$ cat src/rtl/cache_miss_controller.sv
// Miss sequencer for a 2-way set-associative cache: lookup, hit update, dirty-victim
// writeback, refill over a single req/ack memory port, and saturating hit/miss/writeback counters.
module cache_miss_controller #(
    parameter int TAG_W  = 3,
    parameter int IDX_W  = 1,
    parameter int DATA_W = 3,
    parameter int CNT_W  = 8
) (
    input  logic                    clock,
    input  logic                    reset,
    input  logic                    cpu_req_valid,
    input  logic                    cpu_req_we,
    input  logic [TAG_W+IDX_W-1:0]  cpu_req_addr,
    input  logic [DATA_W-1:0]       cpu_req_wdata,
    output logic                    cpu_ready,
    output logic                    cpu_resp_valid,
    output logic [DATA_W-1:0]       cpu_resp_rdata,
    output logic                    cpu_resp_hit,
    output logic [IDX_W-1:0]        lk_index,
    output logic [TAG_W-1:0]        lk_tag,
    input  logic                    lk_hit,
    input  logic                    lk_hit_way,
    input  logic [DATA_W-1:0]       lk_hit_data,
    input  logic                    lk_vic_way,
    input  logic                    lk_vic_dirty,
    input  logic [TAG_W-1:0]        lk_vic_tag,
    input  logic [DATA_W-1:0]       lk_vic_data,
    output logic                    upd_en,
    output logic                    upd_way,
    output logic                    upd_we,
    output logic [DATA_W-1:0]       upd_wdata,
    output logic                    fill_en,
    output logic                    fill_way,
    output logic [TAG_W-1:0]        fill_tag,
    output logic [DATA_W-1:0]       fill_data,
    output logic                    fill_dirty,
    output logic                    mem_req,
    output logic                    mem_we,
    output logic [TAG_W+IDX_W-1:0]  mem_addr,
    output logic [DATA_W-1:0]       mem_wdata,
    input  logic                    mem_ack,
    input  logic [DATA_W-1:0]       mem_rdata,
    output logic                    wback,
    output logic [CNT_W-1:0]        hit_count,
    output logic [CNT_W-1:0]        miss_count,
    output logic [CNT_W-1:0]        wback_count
);
    localparam int ADDR_W = TAG_W + IDX_W;

    typedef enum logic [2:0] {IDLE, LOOKUP, WRITEBACK, REFILL, FILL, RESPOND} state_t;

    state_t              state_q;
    logic                req_we_q;
    logic [ADDR_W-1:0]   req_addr_q;
    logic [DATA_W-1:0]   req_wdata_q;
    logic                vic_way_q;
    logic                cpu_ready_q, resp_valid_q, resp_hit_q;
    logic [DATA_W-1:0]   resp_rdata_q;
    logic                upd_en_q, upd_way_q, upd_we_q;
    logic [DATA_W-1:0]   upd_wdata_q;
    logic                fill_en_q, fill_way_q, fill_dirty_q;
    logic [TAG_W-1:0]    fill_tag_q;
    logic [DATA_W-1:0]   fill_data_q;
    logic                mem_req_q, mem_we_q;
    logic [ADDR_W-1:0]   mem_addr_q;
    logic [DATA_W-1:0]   mem_wdata_q;
    logic                wback_q;
    logic [CNT_W-1:0]    hit_cnt_q, miss_cnt_q, wb_cnt_q;

    logic [TAG_W-1:0]    req_tag;
    logic [IDX_W-1:0]    req_idx;

    function automatic logic [CNT_W-1:0] sat_inc(input logic [CNT_W-1:0] c);
        return (&c) ? c : c + CNT_W'(1);
    endfunction

    assign req_tag = req_addr_q[ADDR_W-1:IDX_W];
    assign req_idx = req_addr_q[IDX_W-1:0];

    always_ff @(posedge clock) begin
        if (reset) begin
            state_q      <= IDLE;
            req_we_q     <= 1'b0;
            req_addr_q   <= '0;
            req_wdata_q  <= '0;
            vic_way_q    <= 1'b0;
            cpu_ready_q  <= 1'b1;
            resp_valid_q <= 1'b0;
            resp_hit_q   <= 1'b0;
            resp_rdata_q <= '0;
            upd_en_q     <= 1'b0;
            upd_way_q    <= 1'b0;
            upd_we_q     <= 1'b0;
            upd_wdata_q  <= '0;
            fill_en_q    <= 1'b0;
            fill_way_q   <= 1'b0;
            fill_dirty_q <= 1'b0;
            fill_tag_q   <= '0;
            fill_data_q  <= '0;
            mem_req_q    <= 1'b0;
            mem_we_q     <= 1'b0;
            mem_addr_q   <= '0;
            mem_wdata_q  <= '0;
            wback_q      <= 1'b0;
            hit_cnt_q    <= '0;
            miss_cnt_q   <= '0;
            wb_cnt_q     <= '0;
        end else begin
            // single-cycle strobes default low
            resp_valid_q <= 1'b0;
            upd_en_q     <= 1'b0;
            fill_en_q    <= 1'b0;
            wback_q      <= 1'b0;
            case (state_q)
                IDLE: begin
                    if (cpu_req_valid) begin
                        req_we_q    <= cpu_req_we;
                        req_addr_q  <= cpu_req_addr;
                        req_wdata_q <= cpu_req_wdata;
                        cpu_ready_q <= 1'b0;
                        state_q     <= LOOKUP;
                    end
                end
                LOOKUP: begin
                    if (lk_hit) begin
                        upd_en_q     <= 1'b1;
                        upd_way_q    <= lk_hit_way;
                        upd_we_q     <= req_we_q;
                        upd_wdata_q  <= req_wdata_q;
                        resp_rdata_q <= req_we_q ? req_wdata_q : lk_hit_data;
                        resp_hit_q   <= 1'b1;
                        resp_valid_q <= 1'b1;
                        hit_cnt_q    <= sat_inc(hit_cnt_q);
                        state_q      <= RESPOND;
                    end else begin
                        vic_way_q    <= lk_vic_way;
                        resp_hit_q   <= 1'b0;
                        miss_cnt_q   <= sat_inc(miss_cnt_q);
                        mem_req_q    <= 1'b1;
                        mem_we_q     <= lk_vic_dirty;
                        mem_addr_q   <= lk_vic_dirty ? {lk_vic_tag, req_idx} : req_addr_q;
                        mem_wdata_q  <= lk_vic_data;
                        state_q      <= lk_vic_dirty ? WRITEBACK : REFILL;
                    end
                end
                WRITEBACK: begin
                    // request stays asserted; only the direction and address switch to the refill
                    if (mem_ack) begin
                        wback_q    <= 1'b1;
                        wb_cnt_q   <= sat_inc(wb_cnt_q);
                        mem_we_q   <= 1'b0;
                        mem_addr_q <= req_addr_q;
                        state_q    <= REFILL;
                    end
                end
                REFILL: begin
                    if (mem_ack) begin
                        mem_req_q    <= 1'b0;
                        fill_en_q    <= 1'b1;
                        fill_way_q   <= vic_way_q;
                        fill_tag_q   <= req_tag;
                        fill_data_q  <= req_we_q ? req_wdata_q : mem_rdata;
                        fill_dirty_q <= req_we_q;
                        resp_rdata_q <= req_we_q ? req_wdata_q : mem_rdata;
                        state_q      <= FILL;
                    end
                end
                FILL: begin
                    resp_valid_q <= 1'b1;
                    state_q      <= RESPOND;
                end
                RESPOND: begin
                    cpu_ready_q <= 1'b1;
                    state_q     <= IDLE;
                end
                default: begin
                    cpu_ready_q <= 1'b1;
                    mem_req_q   <= 1'b0;
                    state_q     <= IDLE;
                end
            endcase
        end
    end

    assign cpu_ready      = cpu_ready_q;
    assign cpu_resp_valid = resp_valid_q;
    assign cpu_resp_rdata = resp_rdata_q;
    assign cpu_resp_hit   = resp_hit_q;
    assign lk_index       = req_idx;
    assign lk_tag         = req_tag;
    assign upd_en         = upd_en_q;
    assign upd_way        = upd_way_q;
    assign upd_we         = upd_we_q;
    assign upd_wdata      = upd_wdata_q;
    assign fill_en        = fill_en_q;
    assign fill_way       = fill_way_q;
    assign fill_tag       = fill_tag_q;
    assign fill_data      = fill_data_q;
    assign fill_dirty     = fill_dirty_q;
    assign mem_req        = mem_req_q;
    assign mem_we         = mem_we_q;
    assign mem_addr       = mem_addr_q;
    assign mem_wdata      = mem_wdata_q;
    assign wback          = wback_q;
    assign hit_count      = hit_cnt_q;
    assign miss_count     = miss_cnt_q;
    assign wback_count    = wb_cnt_q;
endmodule

$ cat config.mk
export PLATFORM = sky130hd
export DESIGN_NAME = cache_miss_controller
export DESIGN_NICKNAME = d
export VERILOG_FILES = /design/src/rtl/cache_miss_controller.sv
export SDC_FILE = /design/constraint.sdc
export NUM_CORES = 1
export LEC_CHECK = 0
export CORE_MARGIN = 3
export CORE_UTILIZATION = 42
export CTS_CLUSTER_DIAMETER = 200
export DETAILED_ROUTE_END_ITERATION = 16
export GPL_ROUTABILITY_DRIVEN = 0
export PLACE_DENSITY = 0.85
export SYNTH_ARGS = -nofsm -noshare
export SYNTH_HDL_FRONTEND = slang
export SYNTH_SLANG_ARGS = --single-unit
$ cat constraint.sdc
create_clock -name clock -period 2 [get_ports clock]
set_input_delay 0.4 -clock clock [delete_from_list [all_inputs] [get_ports clock]]
set_output_delay 0.4 -clock clock [all_outputs]
set_load 0.05 [all_outputs]
# Word level (Yosys, flattened, before mapping)
# Cells that the tools add are included.
# totals
reg_bits,67
inputBits,28
out_inout_bits,59
elab_cells,96
# classes
addsub,3
eq_ne,10
mux,25
bitwise_logic,9
reduce_logical,23
# ops
op,n
"8-bit by 1-bit adder with 8-bit output, second input constant",3
3-bit 2-to-1 mux,8
8-bit AND reduction,3
3-bit AND reduction,7
3-bit one-hot mux with 5 select lines,1
4-bit 2-to-1 mux,3
"2-bit != test, second input constant",5
2-bit AND reduction,5
1-bit NOT,9
4-bit one-hot mux with 2 select lines,1
4-bit OR reduction,2
1-bit 2-to-1 mux,7
"3-bit by 2-bit == test with 1-bit output, second input constant",2
"3-bit == test, second input constant",2
1-bit one-hot mux with 2 select lines,3
3-bit one-hot mux with 2 select lines,1
2-bit OR reduction,3
2-bit nonzero test,2
"3-bit by 1-bit == test with 1-bit output, second input constant",1
3-bit zero test,1
1-bit one-hot mux with 3 select lines,1

# Logic depth before layout (Yosys ltp)
# Gate-level depths: netlist of the first run.
# logic_depth
depth_word,4
ltp_mapped,7

# Worst setup path after synthesis of the first run
# OpenSTA, ideal clock, no wires.
# synth_path
kind,flip-flop to flip-flop
start,register miss_cnt_q[0] (netlist: miss_count[0])
end,register miss_cnt_q[6] (netlist: miss_count[6])
t_arrival_ns,1.893
required_ns,1.930
path_slack_ns,0.036
path_stages_with_launch,6
cell_sequence,dfxtp_1 ha_1 nand3_1 or3b_4 or3_1 a21oi_1
# synth_via
elab_chain_cells,3
elab_cells_between_ends,4
# synth_lines
item,line,source
start: declaration,68,"logic [CNT_W-1:0] hit_cnt_q, miss_cnt_q, wb_cnt_q;"
start signal: assignment,138,miss_cnt_q <= sat_inc(miss_cnt_q);
"parallel branches: the longest is 3 deep, another holds 8-bit by 1-bit adder with 8-bit output",--,
# Parallel ways; which one is timed is not known.
# A chain may end at the register's enable or synchronous reset.

# Final worst setup path of the first run
# layout_path
start,register miss_cnt_q[6] (netlist: miss_count[6])
end,output miss_count[6]
# layout_lines
item,line,source
end: declaration,45,"output logic [CNT_W-1:0] miss_count,"
# No word-level cell between the ends.

==> reports/results.ini, run 1 <==
[status]
run_status=complete, no violations

[synthesis]
netlist.area_leader.share_pct=47.5
synth.mux.area_fraction_pct=3.59
yosys_warnings=0
netlist_area_um2=2820
synth_simple_gate_area_share_pct=24.2
ys.flop_type=sky130_fd_sc_hd__dfxtp_1
seq_area_frac_synth_pct=47.5
synthAdderAreaFrac_pct=1.33
synth-edff-count=0
synth.distinct_cells=43
post-synth-top-area-cell=sky130_fd_sc_hd__dfxtp_1
synth_async_sr_flop_share_pct=0
avgSynthCellArea_um2=8.60
synth_seq_cells=67
syn_nets=359
syn-instance-count=328
yosys.area_share.xor_xnor_pct=4.66
synth_top_family_by_area=simple AND/OR/NAND/NOR gates
ys_top_cells_by_area=sky130_fd_sc_hd__dfxtp_1, sky130_fd_sc_hd__nand2_1, sky130_fd_sc_hd__a21oi_1, sky130_fd_sc_hd__nor2_1, sky130_fd_sc_hd__xor2_1
synth_compound_area_share_pct=15.8

[power]
swShare_pct=28.7
power.sequential.fraction_pct=46.5
pwr_density_cell_nw_per_um2=763
share_clk_of_total_power_pct=33.0
total_leakage_power_nw=1.72
internal-power_mw=2.22
vdd_ir_drop_max_mv=0.436
switching_power_mw=0.896
power.share.combinational_pct=20.5

[route]
vias_per_cell=5.24
via_count=2669
route.antenna.remaining_nets=0
totalWireLength_um=7020
drc=0
routedWlPerCell_um=13.8
drt-initial-drc-count=95
detail_route.first_pass.iterations=4

[finish]
area_growth_syn_to_layout_pct=44.7
layoutNonFillerInstCount=509
finish.instance_area_um2=4080
antennaDiodeCount=0
most-common-layout-cells=sky130_fd_sc_hd__clkdlybuf4s50_1, sky130_fd_sc_hd__dfxtp_1, sky130_fd_sc_hd__nand2_1
layout-drive-gt1-share_pct=10.6
layout_commonest_cell=sky130_fd_sc_hd__clkdlybuf4s50_1
final_core_util_pct=63.6
finalNetCount=459

[timing]
final_min_period_over_clock_period_pct=98.1
setup_viol=0
timing.setup.tns_ns=0
rsz0062_at_grt=false
slew-limit-headroom_pct=64.2
fmax_ghz=0.510
finalCriticalPeriod_ns=1.96
drv_slew=0
timing.clock.skew_ns=0.00769
final_hold_viol_count=0
tightest_slew_ns=0.537

[worst_hold_path]
worst_hold_path_type=reg2reg
worst_hold_launch=upd_we$_SDFFE_PP0P_

[place]
hpwlAfterDp_um=5110
dpl.cell_count=494
dpl_cell_area_um2=3870
port-buffer-count=86

[cts]
clockRootBuffer=sky130_fd_sc_hd__clkbuf_8
post-cts-setup-buffer-count=0
holdBufCountCts=0
tritoncts=done
clock_latency_ns=0.32
cts_num_sinks=67
postCtsResizedCells=0
number_of_cts_inserted_buffers=9
cts_htree_levels=3
cts.clk_slew.worst_paths_ns=0.07
clock_tree_buffer_depth=2

[floorplan]
core_area_um2=6420
floorplan.die.width_um=88.0
rows=29
die-area_um2=7740
die_height_um=88.0
io_pins=87
floorplan.initialDensity_pct=43.9

[global_route]
largest_net_degree_at_the_start_of_global_routing=34
grt_first_pass_wirelength_um=11600
antenna_found_initial=0
globalRouteOverflowTotal=0
grt_util_all_layers_pct=18.8
first_global_vias=2542

[setup_path]
worst_r2r_start=state_q[2]$_SDFFE_PP0P_
critPathArrivalTime_ns=1.56
path_cells=clkdlybuf4s50_1
critical_path_start_type=flip-flop
crit_fanout=5
timing.critical_path.slowest_stage_cell=sky130_fd_sc_hd__clkdlybuf4s50_1
startpoint=miss_count[6]$_SDFFE_PP0P_
maximum_single_stage_delay_on_the_critical_path_ns=0.84
end_kind=primary output
path_class=reg2out
cp.buffers_inverters=1
cpLargestDelayFamily=buffers and inverters
required_ns=1.60

[run]
max_cap_viol_count=0

-- state kept, by name (all words and copies together) (netlist names), 3 cells and up --
name,cells
cpu_resp_rdata,3
fill_data,3
fill_tag,3
hit_count,8
mem_addr,4
mem_wdata,3
miss_count,8
req_addr_q,4
req_wdata_q,3
state_q,3
upd_wdata,3
wback_count,8
-- cell families (layout without fill, tap and decap cells) --
kind of cell | count (synthesis) | after routing
flip-flops | 67 | 67
multiplexers | 10 | 10
XOR/XNOR | 15 | 15
AO/OA/AOI/OAI | 72 | 72
buffers and inverters | 20 | 124
adder cells (fa/ha/maj) | 3 | 3
AND/OR/NAND/NOR | 141 | 141
-- worst reg2reg max path, cell delays in order (launching register included) --
cell and delay [ns]:
sky130_fd_sc_hd__dfxtp_1 0.32, sky130_fd_sc_hd__or4b_4 0.53, sky130_fd_sc_hd__or3b_4 0.41, sky130_fd_sc_hd__or3_1 0.31, sky130_fd_sc_hd__a21oi_1 0.14
-- area by class of cell --
class	count	area, um^2
clock inverters	3	40.0
multi-input cells	241	1420
well taps	77	96.3
clock buffers	12	135
flip-flops and latches	67	1340
inverters	1	3.75
repair buffers	108	1050
fillers	536	2340
-- final timing paths --
kind	to	slack, ns	depth (start not counted)
setup / recovery	miss_count[6]	0.04	1
hold / removal	upd_we$_SDFFE_PP0P_	0.46	2
setup reg to reg	miss_count[6]$_SDFFE_PP0P_	0.23	4
hold reg to reg	upd_we$_SDFFE_PP0P_	0.46	2
-- per-stage QoR --
stage               power (mW)  hold slack (ns)  setup WS, ns
floorplan                 1.87            0.432        0.0364
global placement          2.10            0.444        -0.269
detailed placement        2.11            0.448        -0.313
CTS                       3.15            0.458       0.00341
global route              3.27            0.482       0.00106
finish                    3.12            0.457        0.0377
-- routing by layer --
metal	GRT usage, %	routed length, um	up-vias
li1	-	-	1351
met1	25.5	3260	1243
met2	29.2	3360	67
met3	4.99	324	8
met4	6.00	80	0
met5	0	0	-
-- power by group through the flow --
stage | Clock (mW) | Combinational [mW] | Sequential [mW]
6_report | 1.03 | 0.639 | 1.45
3_5_place_dp | 0 | 0.635 | 1.48
3_3_place_gp | 0 | 0.626 | 1.48
2_1_floorplan | 0 | 0.236 | 1.63
5_1_grt | 1.13 | 0.689 | 1.46
4_1_cts | 1.06 | 0.637 | 1.45
-- cells in the mapped netlist, types with 2 or more instances --
cell type and instances:
sky130_fd_sc_hd__nand3_1 5, sky130_fd_sc_hd__a31o_2 3, sky130_fd_sc_hd__nor2_1 35, sky130_fd_sc_hd__dfxtp_1 67
sky130_fd_sc_hd__nor2b_1 7, sky130_fd_sc_hd__nand2b_1 2, sky130_fd_sc_hd__ha_1 3, sky130_fd_sc_hd__and2_1 4
sky130_fd_sc_hd__nor4bb_1 2, sky130_fd_sc_hd__mux2i_1 9, sky130_fd_sc_hd__o21ai_0 7, sky130_fd_sc_hd__or3_1 3
sky130_fd_sc_hd__nand3b_1 6, sky130_fd_sc_hd__o2111ai_1 4, sky130_fd_sc_hd__and3_1 4, sky130_fd_sc_hd__xor2_1 15
sky130_fd_sc_hd__o41ai_1 3, sky130_fd_sc_hd__clkbuf_1 16, sky130_fd_sc_hd__a211oi_1 7, sky130_fd_sc_hd__o211ai_1 7
sky130_fd_sc_hd__a21oi_1 35, sky130_fd_sc_hd__nor3_1 5, sky130_fd_sc_hd__nand2_1 56, sky130_fd_sc_hd__nand4_1 4
No activity file was read; power rests on OpenSTA's default activity.
==> run 2, diff against run 1 <==
CTS_CLUSTER_DIAMETER = not set   (was 200)
MAX_ROUTING_LAYER = met4   (was not set)
==> run 2 against run 1 <==
Count of clock-buffer cells in the layout unchanged. Cell area is the same. Critical path type unchanged. Total power about the same. Critical endpoint unchanged. Clock power barely moved.
==> reports/results.ini, run 2 (synthesis results as in run 1) <==
[setup_path]
cpLargestDelayFamily=buffers and inverters
cp.buffers_inverters=1  ; unchanged
timing.critical_path.slowest_stage_cell=sky130_fd_sc_hd__clkdlybuf4s50_1
critical_path_start_type=flip-flop
path_cells=clkdlybuf4s50_1
required_ns=1.60  ; about the same
end_kind=primary output
path_class=reg2out
maximum_single_stage_delay_on_the_critical_path_ns=0.84  ; about the same
critPathArrivalTime_ns=1.56  ; about the same
crit_fanout=5  ; unchanged

[route]
detail_route.first_pass.iterations=4  ; unchanged
drt-initial-drc-count=91  ; -4.2%
route.antenna.remaining_nets=0  ; unchanged
routedWlPerCell_um=13.8  ; -0.27%
drc=0  ; unchanged
totalWireLength_um=7000  ; -0.27%
via_count=2679  ; +0.37%
vias_per_cell=5.26  ; +0.37%

[run]
max_cap_viol_count=0  ; unchanged

[global_route]
antenna_found_initial=0  ; unchanged
globalRouteOverflowTotal=0  ; unchanged
first_global_vias=2547  ; +0.20%
grt_util_all_layers_pct=19.4  ; +0.56 points
grt_first_pass_wirelength_um=11600  ; unchanged
largest_net_degree_at_the_start_of_global_routing=34  ; unchanged

[cts]
clockRootBuffer=sky130_fd_sc_hd__clkbuf_8
cts_htree_levels=3  ; unchanged
tritoncts=done
cts.clk_slew.worst_paths_ns=0.07  ; about the same
clock_tree_buffer_depth=2  ; unchanged
number_of_cts_inserted_buffers=9  ; unchanged
cts_num_sinks=67  ; unchanged
clock_latency_ns=0.32  ; about the same

[finish]
most-common-layout-cells=sky130_fd_sc_hd__clkdlybuf4s50_1, sky130_fd_sc_hd__dfxtp_1, sky130_fd_sc_hd__nand2_1
layout-drive-gt1-share_pct=10.6  ; unchanged
antennaDiodeCount=0  ; unchanged
area_growth_syn_to_layout_pct=44.7  ; unchanged
layout_commonest_cell=sky130_fd_sc_hd__clkdlybuf4s50_1
final.fill_count=536  ; unchanged
layoutNonFillerInstCount=509  ; unchanged
finalNetCount=459  ; unchanged

[power]
vdd_ir_drop_max_mv=0.436  ; about the same
pwr_density_cell_nw_per_um2=763  ; about the same
total_leakage_power_nw=1.72  ; unchanged
finalPower_mw=3.12  ; about the same

[worst_hold_path]
worst_hold_path_type=reg2reg

[timing]
final_min_period_over_clock_period_pct=98.1  ; about the same
fmax_ghz=0.510  ; about the same
rsz0062_at_grt=false
post-route-worst-setup-slack_ns=0.0376  ; -0.000108 ns
drv_slew=0  ; unchanged
tightest_slew_ns=0.537  ; -0.000852 ns
timing.clock.skew_ns=0.00774  ; +0.0000517 ns
finalCriticalPeriod_ns=1.96  ; +0.000108 ns
setup_viol=0  ; unchanged
final_hold_viol_count=0  ; unchanged
slew-limit-headroom_pct=64.2  ; about the same

[place]
port-buffer-count=86  ; unchanged
pre_cts_ws_ns=-0.313  ; unchanged
hpwlAfterDp_um=5110  ; unchanged
dpl.cell_count=494  ; unchanged

[floorplan]
die_height_um=88.0  ; unchanged
floorplan.initialDensity_pct=43.9  ; unchanged
io_pins=87  ; unchanged
rows=29  ; unchanged
core_area_um2=6420  ; unchanged
floorplan.die.width_um=88.0  ; unchanged
die-area_um2=7740  ; unchanged

[status]
run_status=complete, no violations

-- run 2: area by class of cell --
type	count	area, um^2	area share (%)
tap	77	96.3	2.36
timing repair buffer	108	1050	25.7
inverter	1	3.75	0.0919
clock inverter	3	40.0	0.980
sequential	67	1340	32.8
multi-input combinational	241	1420	34.7
clock buffer	12	135	3.31
-- run 2: worst paths after layout --
kind	startpoint	to	slack, ns	depth (start not counted)
min	upd_we$_SDFFE_PP0P_	upd_we$_SDFFE_PP0P_	0.46	2
max	miss_count[6]$_SDFFE_PP0P_	miss_count[6]	0.04	1
max reg2reg	state_q[2]$_SDFFE_PP0P_	miss_count[6]$_SDFFE_PP0P_	0.24	4
min reg2reg	upd_we$_SDFFE_PP0P_	upd_we$_SDFFE_PP0P_	0.46	2
-- run 2: power breakdown --
| part | internal, mW | switching (mW) | leakage (nW) |
|---|---|---|---|
| logic | 0.256 | 0.382 | 1.09 |
| registers | 1.40 | 0.0505 | 0.543 |
| clock network | 0.567 | 0.462 | 0.0902 |
| total | 2.22 | 0.895 | 1.72 |
-- run 2: through the flow --
step	cell area [um^2]	hold slack, ns	setup TNS, ns	utilization, %
4_1_cts	4050	0.458	0	63.0
6_report	4080	0.457	0	63.6
5_1_grt	4080	0.482	0	63.6
3_3_place_gp	3870	0.444	-0.857	60.3
3_5_place_dp	3870	0.448	-1.08	60.3
2_1_floorplan	2820	0.432	0	-
-- run 2: timing repair --
action / in CTS / in global routing
gates resized for setup: 0 / 14
hold buffers: 0 / 0
setup endpoints to repair: 0 / 14
buffers inserted: 0 / 0
-- run 2: metal layers --
metal	global-route usage, %	up-vias	part of all wire, %
met3	4.89	8	4.4
met4	6.00	0	1.1
li1	-	1352	-
met5	-	-	0
met2	29.3	64	48
met1	25.4	1255	46
==> run 3, diff against run 2 <==
CORE_ASPECT_RATIO = 1.25   (was not set)
CORE_UTILIZATION = 50   (was 42)
PLACE_DENSITY = 0.94   (was 0.85)
clock period = 2.5 ns   (was 2 ns; I/O delays follow)
==> run 3 against run 2 <==
Utilization is 11 points higher. Largest cell class unchanged. Register-to-register slack better by 0.42 ns. Flip-flop and latch count stayed put. Setup slack better by 0.32 ns. Count of clock-buffer cells in the layout is 1 higher. Critical path depth is 4 higher. Critical path type is now in2reg. Cell area is 3.5% lower. Clock skew is 0.0018 ns higher. Total power is 22% lower. Non-clock buffer count is 10 lower. Global-route usage is 3.6 points higher. Via count is 1.0% higher.
==> reports/results.ini, run 3 (synthesis results as in run 1) <==
[finish]
layout_commonest_cell=sky130_fd_sc_hd__clkdlybuf4s50_1
antennaDiodeCount=0  ; unchanged
area_growth_syn_to_layout_pct=39.7
finalNetCount=449  ; -2.2%
final.fill_count=398  ; -26%
most-common-layout-cells=sky130_fd_sc_hd__clkdlybuf4s50_1, sky130_fd_sc_hd__dfxtp_1, sky130_fd_sc_hd__nand2_1
final_core_util_pct=74.9  ; +11 points
layoutNonFillerInstCount=484  ; -4.9%
layout-drive-gt1-share_pct=8.06  ; -2.6 points

[timing]
timing.clock.skew_ns=0.00955  ; +0.00181 ns
fmax_ghz=0.466
slew-limit-headroom_pct=51.7  ; -12 points
finalCriticalPeriod_ns=2.14
timing.setup.tns_ns=0  ; unchanged
final_min_period_over_clock_period_pct=85.8
setup_viol=0  ; unchanged
rsz0062_at_grt=false
tightest_slew_ns=0.724  ; +0.187 ns
final_hold_viol_count=0  ; unchanged
post-route-worst-setup-slack_ns=0.356  ; +0.318 ns
drv_slew=0  ; unchanged

[cts]
number_of_cts_inserted_buffers=9  ; unchanged
cts_htree_levels=3  ; unchanged
cts.clk_slew.worst_paths_ns=0.07  ; about the same
post-cts-setup-buffer-count=0  ; unchanged
clock_tree_buffer_depth=2  ; unchanged
clockRootBuffer=sky130_fd_sc_hd__clkbuf_8
holdBufCountCts=0  ; unchanged
postCtsResizedCells=0  ; unchanged
tritoncts=done
clock_latency_ns=0.34  ; +0.02 ns
cts_num_sinks=67  ; unchanged

[setup_path]
end_kind=flip-flop
critPathArrivalTime_ns=2.42  ; +0.86 ns
path_class=in2reg
critical_path_start_type=input pin
crit_fanout=3  ; -2
required_ns=2.77  ; +1.17 ns

[route]
via_count=2707  ; +1.0%
totalWireLength_um=7160  ; +2.3%
drc=0  ; unchanged
routedWlPerCell_um=14.8  ; +7.6%
detail_route.first_pass.iterations=4  ; unchanged
route.antenna.remaining_nets=0  ; unchanged
vias_per_cell=5.59  ; +6.3%
drt-initial-drc-count=186  ; +100%

[place]
hpwlAfterDp_um=5180  ; +1.4%
pre_cts_ws_ns=0.00225  ; +0.316 ns
port-buffer-count=86  ; unchanged
dpl.cell_count=469  ; -5.1%

[power]
total_leakage_power_nw=1.43  ; -17%
finalPower_mw=2.42  ; -22%
vdd_ir_drop_max_mv=0.371  ; -15%
pwr_density_cell_nw_per_um2=614  ; -20%

[global_route]
largest_net_degree_at_the_start_of_global_routing=44  ; +29%
globalRouteOverflowTotal=0  ; unchanged
grt_first_pass_wirelength_um=11700  ; +1.2%
antenna_found_initial=0  ; unchanged
first_global_vias=2615  ; +2.7%
grt_util_all_layers_pct=23.0  ; +3.6 points

[floorplan]
rows=29  ; unchanged
die_height_um=90.0  ; +2.3%
die-area_um2=6590  ; -15%
io_pins=87  ; unchanged
core_area_um2=5260  ; -18%
floorplan.initialDensity_pct=53.6  ; +9.7 points
floorplan.die.width_um=73.2  ; -17%

[run]
max_cap_viol_count=0  ; unchanged

[status]
run_status=complete, no violations

[worst_hold_path]
worst_hold_path_type=reg2reg

run 3: area by class of cell:
type                       instances  area, um^2  share of cell area [%]
sequential                        67        1340                    34.0
inverter                           1        3.75                  0.0952
multi-input combinational        241        1410                    35.8
clock inverter                     2        12.5                   0.317
timing repair buffer              98         946                    24.0
tap                               62        77.6                    1.97
clock buffer                      13         149                    3.78
run 3: worst max-delay path, stage by stage:
cell and delay (ns):
sky130_fd_sc_hd__clkdlybuf4s50_1 0.43, sky130_fd_sc_hd__or4b_1 0.57, sky130_fd_sc_hd__or3b_4 0.43, sky130_fd_sc_hd__or3_1 0.32, sky130_fd_sc_hd__a21oi_1 0.16
run 3: metal layers:
| metal | global-route usage [%] | wire length (um) | vias to the layer above |
|---|---|---|---|
| met2 | 35.7 | 3550 | 101 |
| met5 | - | 0 | - |
| met3 | 4.24 | 405 | 24 |
| li1 | - | - | 1330 |
| met4 | 12.0 | 244 | 0 |
| met1 | 27.7 | 2970 | 1252 |
run 3: metrics by stage:
stage | cell area [um^2] | hold WS (ns)
finish | 3940 | 0.454
global route | 3940 | 0.474
CTS | 3940 | 0.455
detailed placement | 3780 | 0.446
global placement | 3780 | 0.443
floorplan | 2820 | 0.432
run 3: final timing paths:
| kind | from | endpoint | slack, ns | depth (start not counted) |
|---|---|---|---|---|
| setup / recovery | lk_hit | miss_count[6]$_SDFFE_PP0P_ | 0.36 | 5 |
| hold / removal | fill_tag[1]$_SDFFE_PP0P_ | fill_tag[1]$_SDFFE_PP0P_ | 0.45 | 2 |
| setup reg to reg | state_q[2]$_SDFFE_PP0P_ | miss_count[6]$_SDFFE_PP0P_ | 0.66 | 4 |
| hold reg to reg | fill_tag[1]$_SDFFE_PP0P_ | fill_tag[1]$_SDFFE_PP0P_ | 0.45 | 2 |
run 3: where the power goes:
part,switching (mW),internal (mW),total [mW]
clock,0.383,0.381,0.764
combinational,0.303,0.195,0.498
sequential,0.0406,1.12,1.16
